`config.mk`:
```
export PLATFORM = sky130hd
export DESIGN_NAME = timekeeper_core
export DESIGN_NICKNAME = d
export VERILOG_FILES = /design/src/rtl/timekeeper_pkg.sv /design/src/rtl/timekeeper_mod_counter.sv /design/src/rtl/timekeeper_core.sv
export SDC_FILE = /design/constraint.sdc
export NUM_CORES = 1
export LEC_CHECK = 0
export BUFFER_PORTS_ARGS = -buffer_cell sky130_fd_sc_hd__buf_2
export CAP_MARGIN = 0
export CORE_MARGIN = 10
export CORE_UTILIZATION = 46
export DETAILED_ROUTE_END_ITERATION = 8
export GPL_TIMING_DRIVEN = 0
export PLACE_DENSITY = 0.69
export SLEW_MARGIN = 15
export SYNTH_ARGS = -nofsm -noshare
export SYNTH_HDL_FRONTEND = slang
export SYNTH_SLANG_ARGS = --single-unit
```
`constraint.sdc`:
```
create_clock -name kh_clk -period 2.7 [get_ports kh_clk]
set_input_delay 0.54 -clock kh_clk [delete_from_list [all_inputs] [get_ports kh_clk]]
set_output_delay 0.54 -clock kh_clk [all_outputs]
set_load 0.005 [all_outputs]
```
`src/rtl/timekeeper_pkg.sv`:
```
// timekeeper_pkg: shared limits, field widths, the hh:mm:ss struct and
// small helpers used by the timekeeper core.
package timekeeper_pkg;

  localparam int HR_MAX  = 23;
  localparam int MIN_MAX = 59;
  localparam int SEC_MAX = 59;

  localparam int HR_W  = 5;
  localparam int MIN_W = 6;
  localparam int SEC_W = 6;
  localparam int HMS_W = HR_W + MIN_W + SEC_W;

  // Whole-second part of the time; the sub-second field is sized per instance.
  typedef struct packed {
    logic [HR_W-1:0]  hr;
    logic [MIN_W-1:0] min;
    logic [SEC_W-1:0] sec;
  } hms_t;

  // True when every field of a requested load is a legal 24-hour value.
  function automatic logic hms_in_range(input hms_t t);
    return (t.hr  <= HR_W'(HR_MAX)) &&
           (t.min <= MIN_W'(MIN_MAX)) &&
           (t.sec <= SEC_W'(SEC_MAX));
  endfunction

  // Hour as shown to the user: unchanged in 24-hour mode, 1..12 in 12-hour mode.
  function automatic logic [HR_W-1:0] disp_hour(input logic [HR_W-1:0] hr,
                                                input logic mode12);
    logic [HR_W-1:0] h12;
    h12 = (hr >= HR_W'(12)) ? (hr - HR_W'(12)) : hr;
    if (!mode12) begin
      return hr;
    end
    return (h12 == '0) ? HR_W'(12) : h12;
  endfunction

endpackage

```
`src/rtl/timekeeper_mod_counter.sv`:
```
// mod_counter: one modulo-(MAX+1) time field with synchronous load and a
// wrap-carry that fires on the increment that takes the field from MAX to 0.
module mod_counter #(
  parameter int MAX = 59,
  parameter int W   = 6
) (
  input  logic         clk_i,
  input  logic         rst_ni,
  input  logic         inc_i,
  input  logic         load_i,
  input  logic [W-1:0] load_val_i,
  output logic [W-1:0] cnt_o,
  output logic         carry_o
);

  localparam logic [W-1:0] MAX_V = W'(MAX);

  logic [W-1:0] cnt_q;
  logic [W-1:0] cnt_d;
  logic         at_max;

  assign at_max  = (cnt_q == MAX_V);
  assign carry_o = inc_i & ~load_i & at_max;
  assign cnt_o   = cnt_q;

  // Next count: a load overrides an increment; increments wrap at MAX.
  always_comb begin
    cnt_d = cnt_q;
    if (load_i) begin
      cnt_d = load_val_i;
    end else if (inc_i) begin
      cnt_d = at_max ? '0 : (cnt_q + W'(1));
    end
  end

  // Field register, cleared asynchronously.
  always_ff @(posedge clk_i or negedge rst_ni) begin
    if (!rst_ni) begin
      cnt_q <= '0;
    end else begin
      cnt_q <= cnt_d;
    end
  end

endmodule

```
`src/rtl/timekeeper_core.sv`:
```
// timekeeper_core: 24-hour hh:mm:ss.subsec counter with a validated load
// port and a registered 12/24-hour display.
// Optional alarm: define TIMEKEEPER_ALARM_EN to add the alarm ports/logic;
// otherwise alarm_ring is tied low.
module timekeeper_core
  import timekeeper_pkg::*;
#(
  parameter int SUBSEC_MAX = 999,
  parameter int SUBSEC_W   = 10,
  parameter int MODE12_RST = 0
) (
  input  logic                        kh_clk,
  input  logic                        reset_n,
  input  logic                        tick_en,
  input  logic                        mode12,
  input  logic                        set_valid,
  input  logic [HR_W-1:0]             set_hr,
  input  logic [MIN_W-1:0]            set_min,
  input  logic [SEC_W-1:0]            set_sec,
`ifdef TIMEKEEPER_ALARM_EN
  input  logic [HR_W-1:0]             alarm_hr,
  input  logic [MIN_W-1:0]            alarm_min,
  input  logic                        alarm_arm,
  input  logic                        alarm_ack,
`endif
  output logic                        set_ready,
  output logic                        set_err,
  output logic [HMS_W+SUBSEC_W-1:0]   disp_time,
  output logic                        pm,
  output logic                        alarm_ring
);

  localparam int DISP_W = HMS_W + SUBSEC_W;

  if (SUBSEC_MAX >= (2 ** SUBSEC_W)) begin : g_bad_subsec
    $error("SUBSEC_MAX does not fit in SUBSEC_W bits");
  end

  hms_t                set_t;
  logic                set_ok;
  logic                load;
  logic                tick;

  logic [SUBSEC_W-1:0] sub_q;
  logic [SEC_W-1:0]    sec_q;
  logic [MIN_W-1:0]    min_q;
  logic [HR_W-1:0]     hr_q;
  logic                sub_carry;
  logic                sec_carry;
  logic                min_carry;
  logic                hr_carry_unused;

  logic                mode_q;
  logic                err_q;
  logic                err_d;
  logic [DISP_W-1:0]   disp_q;
  logic [DISP_W-1:0]   disp_d;
  logic                pm_q;
  logic                pm_d;

  // Loads are always accepted; an out-of-range request freezes the counters
  // (including any coincident tick) and only raises set_err.
  assign set_ready = reset_n;
  assign set_t     = {set_hr, set_min, set_sec};
  assign set_ok    = hms_in_range(set_t);
  assign load      = set_valid & set_ok;
  assign tick      = tick_en & ~set_valid;
  assign err_d     = set_valid & ~set_ok;

  mod_counter #(.MAX(SUBSEC_MAX), .W(SUBSEC_W)) u_subsec (
    .clk_i      (kh_clk),
    .rst_ni     (reset_n),
    .inc_i      (tick),
    .load_i     (load),
    .load_val_i ('0),
    .cnt_o      (sub_q),
    .carry_o    (sub_carry)
  );

  mod_counter #(.MAX(SEC_MAX), .W(SEC_W)) u_sec (
    .clk_i      (kh_clk),
    .rst_ni     (reset_n),
    .inc_i      (sub_carry),
    .load_i     (load),
    .load_val_i (set_sec),
    .cnt_o      (sec_q),
    .carry_o    (sec_carry)
  );

  mod_counter #(.MAX(MIN_MAX), .W(MIN_W)) u_min (
    .clk_i      (kh_clk),
    .rst_ni     (reset_n),
    .inc_i      (sec_carry),
    .load_i     (load),
    .load_val_i (set_min),
    .cnt_o      (min_q),
    .carry_o    (min_carry)
  );

  mod_counter #(.MAX(HR_MAX), .W(HR_W)) u_hr (
    .clk_i      (kh_clk),
    .rst_ni     (reset_n),
    .inc_i      (min_carry),
    .load_i     (load),
    .load_val_i (set_hr),
    .cnt_o      (hr_q),
    .carry_o    (hr_carry_unused)
  );

  // Display image of the current counters in the registered display mode.
  always_comb begin
    disp_d = {disp_hour(hr_q, mode_q), min_q, sec_q, sub_q};
    pm_d   = (hr_q >= HR_W'(12));
  end

  // Display mode, error pulse and display registers; one-cycle display latency.
  always_ff @(posedge kh_clk or negedge reset_n) begin
    if (!reset_n) begin
      mode_q <= (MODE12_RST != 0);
      err_q  <= 1'b0;
      disp_q <= '0;
      pm_q   <= 1'b0;
    end else begin
      mode_q <= mode12;
      err_q  <= err_d;
      disp_q <= disp_d;
      pm_q   <= pm_d;
    end
  end

  assign set_err   = err_q;
  assign disp_time = disp_q;
  assign pm        = pm_q;

`ifdef TIMEKEEPER_ALARM_EN
  logic upd_q;
  logic ring_q;
  logic ring_d;
  logic match;

  // A match only counts on the cycle right after a tick or load moved the
  // counters, so a frozen clock sitting on the alarm time cannot re-trigger.
  always_comb begin
    match  = upd_q & alarm_arm &
             (hr_q == alarm_hr) & (min_q == alarm_min) &
             (sec_q == '0) & (sub_q == '0);
    ring_d = match | (ring_q & alarm_arm & ~alarm_ack);
  end

  // Counter-update marker and latched alarm output.
  always_ff @(posedge kh_clk or negedge reset_n) begin
    if (!reset_n) begin
      upd_q  <= 1'b0;
      ring_q <= 1'b0;
    end else begin
      upd_q  <= load | tick;
      ring_q <= ring_d;
    end
  end

  assign alarm_ring = ring_q;
`else
  assign alarm_ring = 1'b0;
`endif

endmodule

```
==> results of run 1 <==
==> where the power goes <==
part           internal (mW)  switching, mW  total [mW]
sequential             0.949         0.0698        1.02
clock                  0.689          0.336        1.03
combinational          0.133          0.166       0.299
==> cell type report <==
class                      instances  area (um^2)  share of cell area (%)
sequential                        57         1430                    44.6
multi-input combinational        173         1070                    33.6
timing repair buffer              51          258                    8.07
clock buffer                      12          165                    5.17
clock inverter                     4         97.6                    3.05
tap                               72         90.1                    2.82
buffer                            10         61.3                    1.92
inverter                           6         22.5                   0.705
==> per-stage QoR <==
stage | setup WS [ns] | hold WS [ns] | std cells | total power [mW]
after floorplan | 0.854 | 0.244 | 246 | 1.19
after global placement | 0.265 | 0.413 | 369 | 1.33
after detailed placement | 0.411 | 0.424 | 369 | 1.34
after CTS | 0.544 | 0.291 | 385 | 2.38
after global routing | 0.427 | 0.312 | 385 | 2.47
final | 0.522 | 0.271 | 385 | 2.34
==> routing by layer <==
| metal | wire [um] | up-vias | GRT usage, % |
|---|---|---|---|
| met2 | 2740 | 86 | 21.7 |
| met5 | 0 | - | 0 |
| met1 | 2560 | 963 | 17.5 |
| li1 | - | 1005 | - |
| met4 | 54 | 0 | 5.24 |
| met3 | 511 | 6 | 4.52 |
==> path summary, 6_finish.rpt <==
check	start	end	slack (ns)	cells after the start
worst max-delay path	u_subsec.cnt_o[0]$_DFFE_PN0P_	u_min.cnt_o[5]$_DFFE_PN0P_	0.52	6
worst min-delay path	reset_n	u_subsec.cnt_o[1]$_DFFE_PN0P_	0.27	1
worst max register to register	u_subsec.cnt_o[0]$_DFFE_PN0P_	u_min.cnt_o[5]$_DFFE_PN0P_	0.52	6
worst min register to register	u_min.cnt_o[1]$_DFFE_PN0P_	disp_time[17]$_DFF_PN0_	0.44	0
max in group asynchronous	reset_n	disp_time[12]$_DFF_PN0_	1.97	1
min in group kh_clk	mode12	mode_q$_DFF_PN0_	0.33	1
==> flip-flops by register name (all words and copies together), names as in the netlist <==
name            count
pm                  1
u_min.cnt_o         6
mode_q              1
disp_time          27
u_hr.cnt_o          5
u_subsec.cnt_o     10
u_sec.cnt_o         6
set_err             1
==> worst max-delay path: cells and delay by family (launching register included) <==
family          cells  cell delay [ns]
compound gates      2             0.36
fa+ha+maj           1             0.22
flops               1             0.46
simple gates        3             1.07
==> kinds of logic after synthesis <==
family / Yosys count / share of synthesized area [%]
compound gates: 47 / 12.4
xor+xnor: 7 / 2.37
fa+ha+maj: 7 / 3.39
buf+inv: 16 / 3.24
flops: 57 / 55.2
mux: 4 / 1.55
other cells: 1 / 0.145
simple gates: 107 / 21.7
==> layout by cell type, fill, tap and decap left out, types with 2 or more instances in the layout <==
| cell type | n |
|---|---|
| dfrtp_1 | 57 |
| buf_2 | 51 |
| nor2_1 | 26 |
| nand2_1 | 26 |
| o21ai_0 | 17 |
| nand3_1 | 15 |
| clkbuf_8 | 12 |
| nand4_1 | 8 |
| ha_1 | 7 |
| inv_1 | 6 |
| a31oi_1 | 6 |
| clkbuf_1 | 5 |
| a21oi_1 | 5 |
| xnor2_1 | 4 |
| nand2b_1 | 4 |
| nor3b_1 | 4 |
| mux2i_1 | 4 |
| a21o_1 | 3 |
| nor3_1 | 3 |
| xor2_1 | 3 |
| o211ai_1 | 3 |
| buf_4 | 3 |
| bufinv_16 | 3 |
| and3_1 | 2 |
| and4_1 | 2 |
| a211oi_1 | 2 |
| and4b_1 | 2 |
| buf_6 | 2 |
| o311ai_1 | 2 |
| o311ai_0 | 2 |
| or3_1 | 2 |
==> metrics.log, run 1 <==
INFO  metric post-synth-top-count-cell = dfrtp_1
INFO  metric cts_hold_buffers = 0
INFO  metric cts_setup_buffers = 0
INFO  metric final-setup-viol-count = 0
INFO  metric total_leakage_power = 1.51 nW
INFO  metric clock_tree_from_tritoncts = built
INFO  metric ys_seq_elements = 57
INFO  metric clock_path_buffers = 2
INFO  metric synth_area_leaders = dfrtp_1 (55%), nand2_1 (3.8%), nor2_1 (3.8%)
INFO  metric setup_total_negative_slack = 0 ns
INFO  metric grt_pass1_wl = 9940 um
INFO  metric initial_core_util = 47.2%
INFO  metric synthesis.nets = 275
INFO  metric crit_slowest_cell = nor4_1
INFO  metric worst-endpoint-arrival = 2.44 ns
INFO  metric worstPathMaxFanout = 7
INFO  metric hold_class = input pin to asynchronous set/reset pin
INFO  metric yosys_warnings = 0
INFO  metric timing.critical_path.from_type = register
INFO  metric placed_area = 0.00293 mm^2
INFO  metric skew = 0.00897 ns
INFO  metric final_net_count = 337
INFO  metric dpl.hpwl = 4190 um
INFO  metric timing_max_transition_violations_final = 0
INFO  metric pin_count = 53
INFO  metric synth_top_area_share = 55.2%
INFO  metric drc_errors = 0
INFO  metric synth_cell_type_count = 50
INFO  metric number_of_antenna_violations_at_the_first_check_in_global_routing = 0
INFO  metric dominantRegCellSynth = dfrtp_1
INFO  metric fmax = 0.459 GHz
INFO  metric syn-mean-instance-area = 10.5 um^2
INFO  metric grt_start_max_net_pins = 59
INFO  metric area_growth_from_synthesis_to_layout = 23.6%
INFO  metric crit_required = 2.96 ns
INFO  metric tritoncts_num_sinks = 57
INFO  metric irDropWorstVdd = 0.460 mV
INFO  metric period_needed = 2.18 ns
INFO  metric number_of_global_route_vias_before_repair = 2071
INFO  metric synth_edf_count = 0
INFO  metric finalCritPeriodShare = 80.7%
INFO  metric first_pass_iters = 4
INFO  metric final_util = 58.4%
INFO  metric final_hold_viol_count = 0
INFO  metric grt_setup_unrepaired = false
INFO  metric clock_tree.htree_level_count = 3
INFO  metric path_cells = ha_1 -> and4b_1 -> nand4_1 -> nor4_1 -> a22o_1 -> a221o_1
INFO  metric nFillCells = 480
INFO  metric clk_transition_reported_paths = 0.07 ns
INFO  metric design.die.area = 0.00902 mm^2
INFO  metric max-cap-violations = 0
INFO  metric port-buffer-count = 51
INFO  metric global_route_usage_sum = 13.9%
INFO  metric netlist.top_cell.by_area = dfrtp_1
INFO  metric diodes = 0
INFO  metric clock_insertion_delay_at_the_later_pin_of_the_skew_report = 0.33 ns
INFO  metric place.gp.congestion = 0.837
INFO  metric floorplan.die.height = 95.0 um
INFO  metric worst-slew-pin-transition = 0.708 ns
INFO  metric cell_area_after_synthesis = 0.00258 mm^2
INFO  metric design.core.area = 0.00547 mm^2
INFO  metric drt-wirelength-per-cell = 15.2 um
INFO  metric end_kind = register
INFO  metric drt-initial-drc-count = 69
INFO  metric outcome = finished, final reports clean
INFO  metric drt.antenna.violating_nets = 0
INFO  metric final_layout_size_suffix_gt1_share = 24.9%
INFO  metric post_drt_via_cell_ratio = 5.35
INFO  metric postSynthCellCount = 246
INFO  metric final_design_area_no_fill = 0.00320 mm^2
INFO  metric grt-ovfl-total = 0
INFO  metric vias = 2060
INFO  metric synth.yosys.seq_area_share = 55.2%
INFO  metric ctsRootBufferMaster = clkbuf_8
INFO  metric relSlewSlack = 52.8%
INFO  metric cts_repair_resize_count = 0
INFO  metric cts-buffers-inserted = 9
INFO  metric totalWireLength = 5860 um
INFO  metric timing.critical_path.slowest_cell_delay = 0.66 ns
INFO  metric die_width = 95.0 um
INFO  metric async_reset_ff_share = 100%
INFO  metric synthTopCellsByCount = dfrtp_1 (57), nand2_1 (26), nor2_1 (26), o21ai_0 (17), nand3_1 (15)
INFO  metric power-per-cell-area = 733 mW/mm^2
INFO  metric worstSetupPathType = register to register
INFO  metric floorplan.rows = 27
Power figures use the tool's default switching activity.
==> run 2, diff against run 1 <==
--- a/config.mk
+++ b/config.mk
@@ -11,7 +11,7 @@
 export CORE_UTILIZATION = 46
 export DETAILED_ROUTE_END_ITERATION = 8
 export GPL_TIMING_DRIVEN = 0
-export PLACE_DENSITY = 0.69
+export PLACE_DENSITY = 0.71
 export SLEW_MARGIN = 15
 export SYNTH_ARGS = -nofsm -noshare
 export SYNTH_HDL_FRONTEND = slang
==> constraint.sdc (replaced) <==
create_clock -name kh_clk -period 2 [get_ports kh_clk]
set_input_delay 0.4 -clock kh_clk [delete_from_list [all_inputs] [get_ports kh_clk]]
set_output_delay 0.4 -clock kh_clk [all_outputs]
set_load 0.005 [all_outputs]
==> run 2 against run 1 <==
Sequential cell count stayed put. Combinational power is 43% higher. Cell count is 0.52% higher. Sequential power is 34% higher. Global-route usage hardly changed. Fmax is 16% higher. Critical path type unchanged. Highest routed layer unchanged. Clock-buffer cell count is 3 lower. Critical endpoint unchanged. First-iteration DRC count is 17% lower. Via count is 1.8% higher.
==> metrics.log, run 2 (synthesized netlist as in run 1, its figures left out) <==
INFO  metric final_design_area_no_fill = 0.00317 mm^2 (was 0.00320 mm^2)
INFO  metric vias = 2097 (was 2060)
INFO  metric fmax = 0.531 GHz (was 0.459 GHz)
INFO  metric final-setup-viol-count = 0 (unchanged)
INFO  metric layout_commonest_cell = dfrtp_1 (unchanged)
INFO  metric grt_setup_unrepaired = false (unchanged)
INFO  metric pin_count = 53 (unchanged)
INFO  metric number_of_antenna_violations_at_the_first_check_in_global_routing = 0 (unchanged)
INFO  metric total_leakage_power = 1.48 nW (was 1.51 nW)
INFO  metric global_route_usage_sum = 13.9% (about the same)
INFO  metric skew = 0.00571 ns (was 0.00897 ns)
INFO  metric worst-endpoint-arrival = 2.10 ns (was 2.44 ns)
INFO  metric drc_errors = 0 (unchanged)
INFO  metric end_kind = register (unchanged)
INFO  metric post_drt_via_cell_ratio = 5.42 (was 5.35)
INFO  metric clock_path_buffers = 2 (unchanged)
INFO  metric max-cap-violations = 0 (unchanged)
INFO  metric number_of_global_route_vias_before_repair = 2109 (was 2071)
INFO  metric total_power = 2.85 mW (was 2.34 mW)
INFO  metric grt-ovfl-total = 0 (unchanged)
INFO  metric reg2reg_to = u_min.cnt_o[5]$_DFFE_PN0P_ (unchanged)
INFO  metric irDropWorstVdd = 0.400 mV (was 0.460 mV)
INFO  metric power-per-cell-area = 897 mW/mm^2 (was 733 mW/mm^2)
INFO  metric final_hold_viol_count = 0 (unchanged)
INFO  metric area_growth_from_synthesis_to_layout = 22.7% (was 23.6%)
INFO  metric cts-buffers-inserted = 9 (unchanged)
INFO  metric placed_area = 0.00293 mm^2 (unchanged)
INFO  metric crit_required = 2.22 ns (was 2.96 ns)
INFO  metric drt-wirelength-per-cell = 15.2 um (about the same)
INFO  metric clk_transition_reported_paths = 0.07 ns (about the same)
INFO  metric drt-initial-drc-count = 57 (was 69)
INFO  metric place.gp.congestion = 0.832 (was 0.837)
INFO  metric clock_tree.htree_level_count = 3 (unchanged)
INFO  metric ctsRootBufferMaster = clkbuf_8 (unchanged)
INFO  metric first_pass_iters = 4 (unchanged)
INFO  metric r2r.worst_path.cells = 7 (was 6)
INFO  metric largest_register_ffs = 27 (unchanged)
INFO  metric totalWireLength = 5870 um (was 5860 um)
INFO  metric setup_total_negative_slack = 0 ns (unchanged)
INFO  metric diodes = 0 (unchanged)
INFO  metric floorplan.die.height = 95.0 um (unchanged)
INFO  metric final_layout_size_suffix_gt1_share = 26.7% (was 24.9%)
INFO  metric total_area_of_multi_input_combinational_cells = 0.00110 mm^2 (was 0.00107 mm^2)
INFO  metric layout.cells.most_common_list = dfrtp_1 (56), buf_2 (51), nor2_1 (26), nand2_1 (26), o21ai_0 (17) (was dfrtp_1 (57), buf_2 (51), nor2_1 (26), nand2_1 (26), o21ai_0 (17))
INFO  metric die_width = 95.0 um (unchanged)
INFO  metric worstPathMaxFanout = 9 (was 7)
INFO  metric cts_hold_buffers = 0 (unchanged)
INFO  metric period_needed = 1.88 ns (was 2.18 ns)
INFO  metric relSlewSlack = 53.4% (was 52.8%)
INFO  metric tritoncts_num_sinks = 57 (unchanged)
INFO  metric clock_insertion_delay_at_the_later_pin_of_the_skew_report = 0.34 ns (was 0.33 ns)
INFO  metric worstSetupPathType = register to register (unchanged)
INFO  metric nFillCells = 505 (was 480)
INFO  metric grt_start_max_net_pins = 59 (unchanged)
INFO  metric setup_slack_reg_to_reg = 0.12 ns (was 0.52 ns)
INFO  metric outcome = finished, final reports clean (unchanged)
INFO  metric final_net_count = 339 (was 337)
INFO  metric design.core.area = 0.00547 mm^2 (unchanged)
INFO  metric port-buffer-count = 51 (unchanged)
INFO  metric finalCritPeriodShare = 94.2% (was 80.7%)
INFO  metric design.die.area = 0.00902 mm^2 (unchanged)
INFO  metric clock_tree_from_tritoncts = built (unchanged)
INFO  metric seq_area = 0.00143 mm^2 (about the same)
INFO  metric initial_core_util = 47.2% (unchanged)
INFO  metric timing.critical_path.from_type = register (unchanged)
INFO  metric dpl.hpwl = 4210 um (was 4190 um)
INFO  metric r2r-start = u_subsec.cnt_o[0]$_DFFE_PN0P_ (unchanged)
INFO  metric drt.antenna.violating_nets = 0 (unchanged)
INFO  metric worst-slew-pin-transition = 0.698 ns (was 0.708 ns)
INFO  metric hold_class = input pin to asynchronous set/reset pin (unchanged)
INFO  metric floorplan.rows = 27 (unchanged)
INFO  metric grt_pass1_wl = 9800 um (was 9940 um)
INFO  metric timing_max_transition_violations_final = 0 (unchanged)
-- run 2: power breakdown --
| part | total (mW) | internal, mW | switching [mW] |
|---|---|---|---|
| Combinational | 0.428 | 0.191 | 0.237 |
| Clock | 1.05 | 0.571 | 0.479 |
| Sequential | 1.37 | 1.28 | 0.0871 |
-- run 2: repair_timing --
| item | in CTS | in global routing |
|---|---|---|
| pin swaps | 0 | 1 |
| buffers inserted | 1 | 1 |
| cloned | 0 | 0 |
| endpoints found under the setup margin | 3 | 14 |
| resized for setup | 2 | 5 |
-- run 2: per-stage QoR --
step | util, % | setup slack, ns | hold WS (ns) | instances
after floorplan | - | 0.154 | 0.104 | 246
after global placement | 53.5 | -0.138 | 0.412 | 369
after detailed placement | 53.6 | -0.0726 | 0.413 | 369
after CTS | 57.4 | 0.00943 | 0.129 | 386
after global routing | 58.0 | 0.00947 | 0.164 | 387
final | 58.0 | 0.117 | 0.0920 | 387
-- run 2: how the worst max path moves through the flow --
stage                     cells past startpoint                    endpoint  slack, ns                           from
after detailed placement                      5  u_sec.cnt_o[0]$_DFFE_PN0P_      -0.07                     set_min[4]
after global routing                          6  u_min.cnt_o[5]$_DFFE_PN0P_      0.009     u_sec.cnt_o[0]$_DFFE_PN0P_
after global placement                        3                   set_ready      -0.14                        reset_n
final                                         7  u_min.cnt_o[5]$_DFFE_PN0P_       0.12  u_subsec.cnt_o[0]$_DFFE_PN0P_
after CTS                                     7  u_sec.cnt_o[3]$_DFFE_PN0P_      0.009  u_subsec.cnt_o[0]$_DFFE_PN0P_
after floorplan                               8   u_hr.cnt_o[3]$_DFFE_PN0P_       0.15  u_subsec.cnt_o[0]$_DFFE_PN0P_
-- run 2: layout make-up --
class | instances | area share [%]
repair buffers | 53 | 8.60
clock inverters | 7 | 2.25
plain buffers | 10 | 1.97
flip-flops and latches | 57 | 45.0
inverters | 6 | 0.710
well taps | 72 | 2.84
multi-input cells | 173 | 34.7
clock buffers | 9 | 3.90
-- run 2: worst max-delay path, stage by stage (launching register included) --
cell	delay [ns]
dfrtp_2	0.40
ha_4	0.15
and4b_1	0.24
and4_4	0.22
buf_6	0.14
nand2_2	0.08
a22o_1	0.24
a221o_1	0.29
-- run 2: per-layer routing --
metal,routed length (um),track usage (%),up-vias,share of wire [%]
met5,0,0,-,0
met4,144,8.60,0,2.5
met3,332,3.73,13,5.7
met2,3040,23.4,48,52
met1,2350,15.2,1015,40
li1,-,-,1021,-
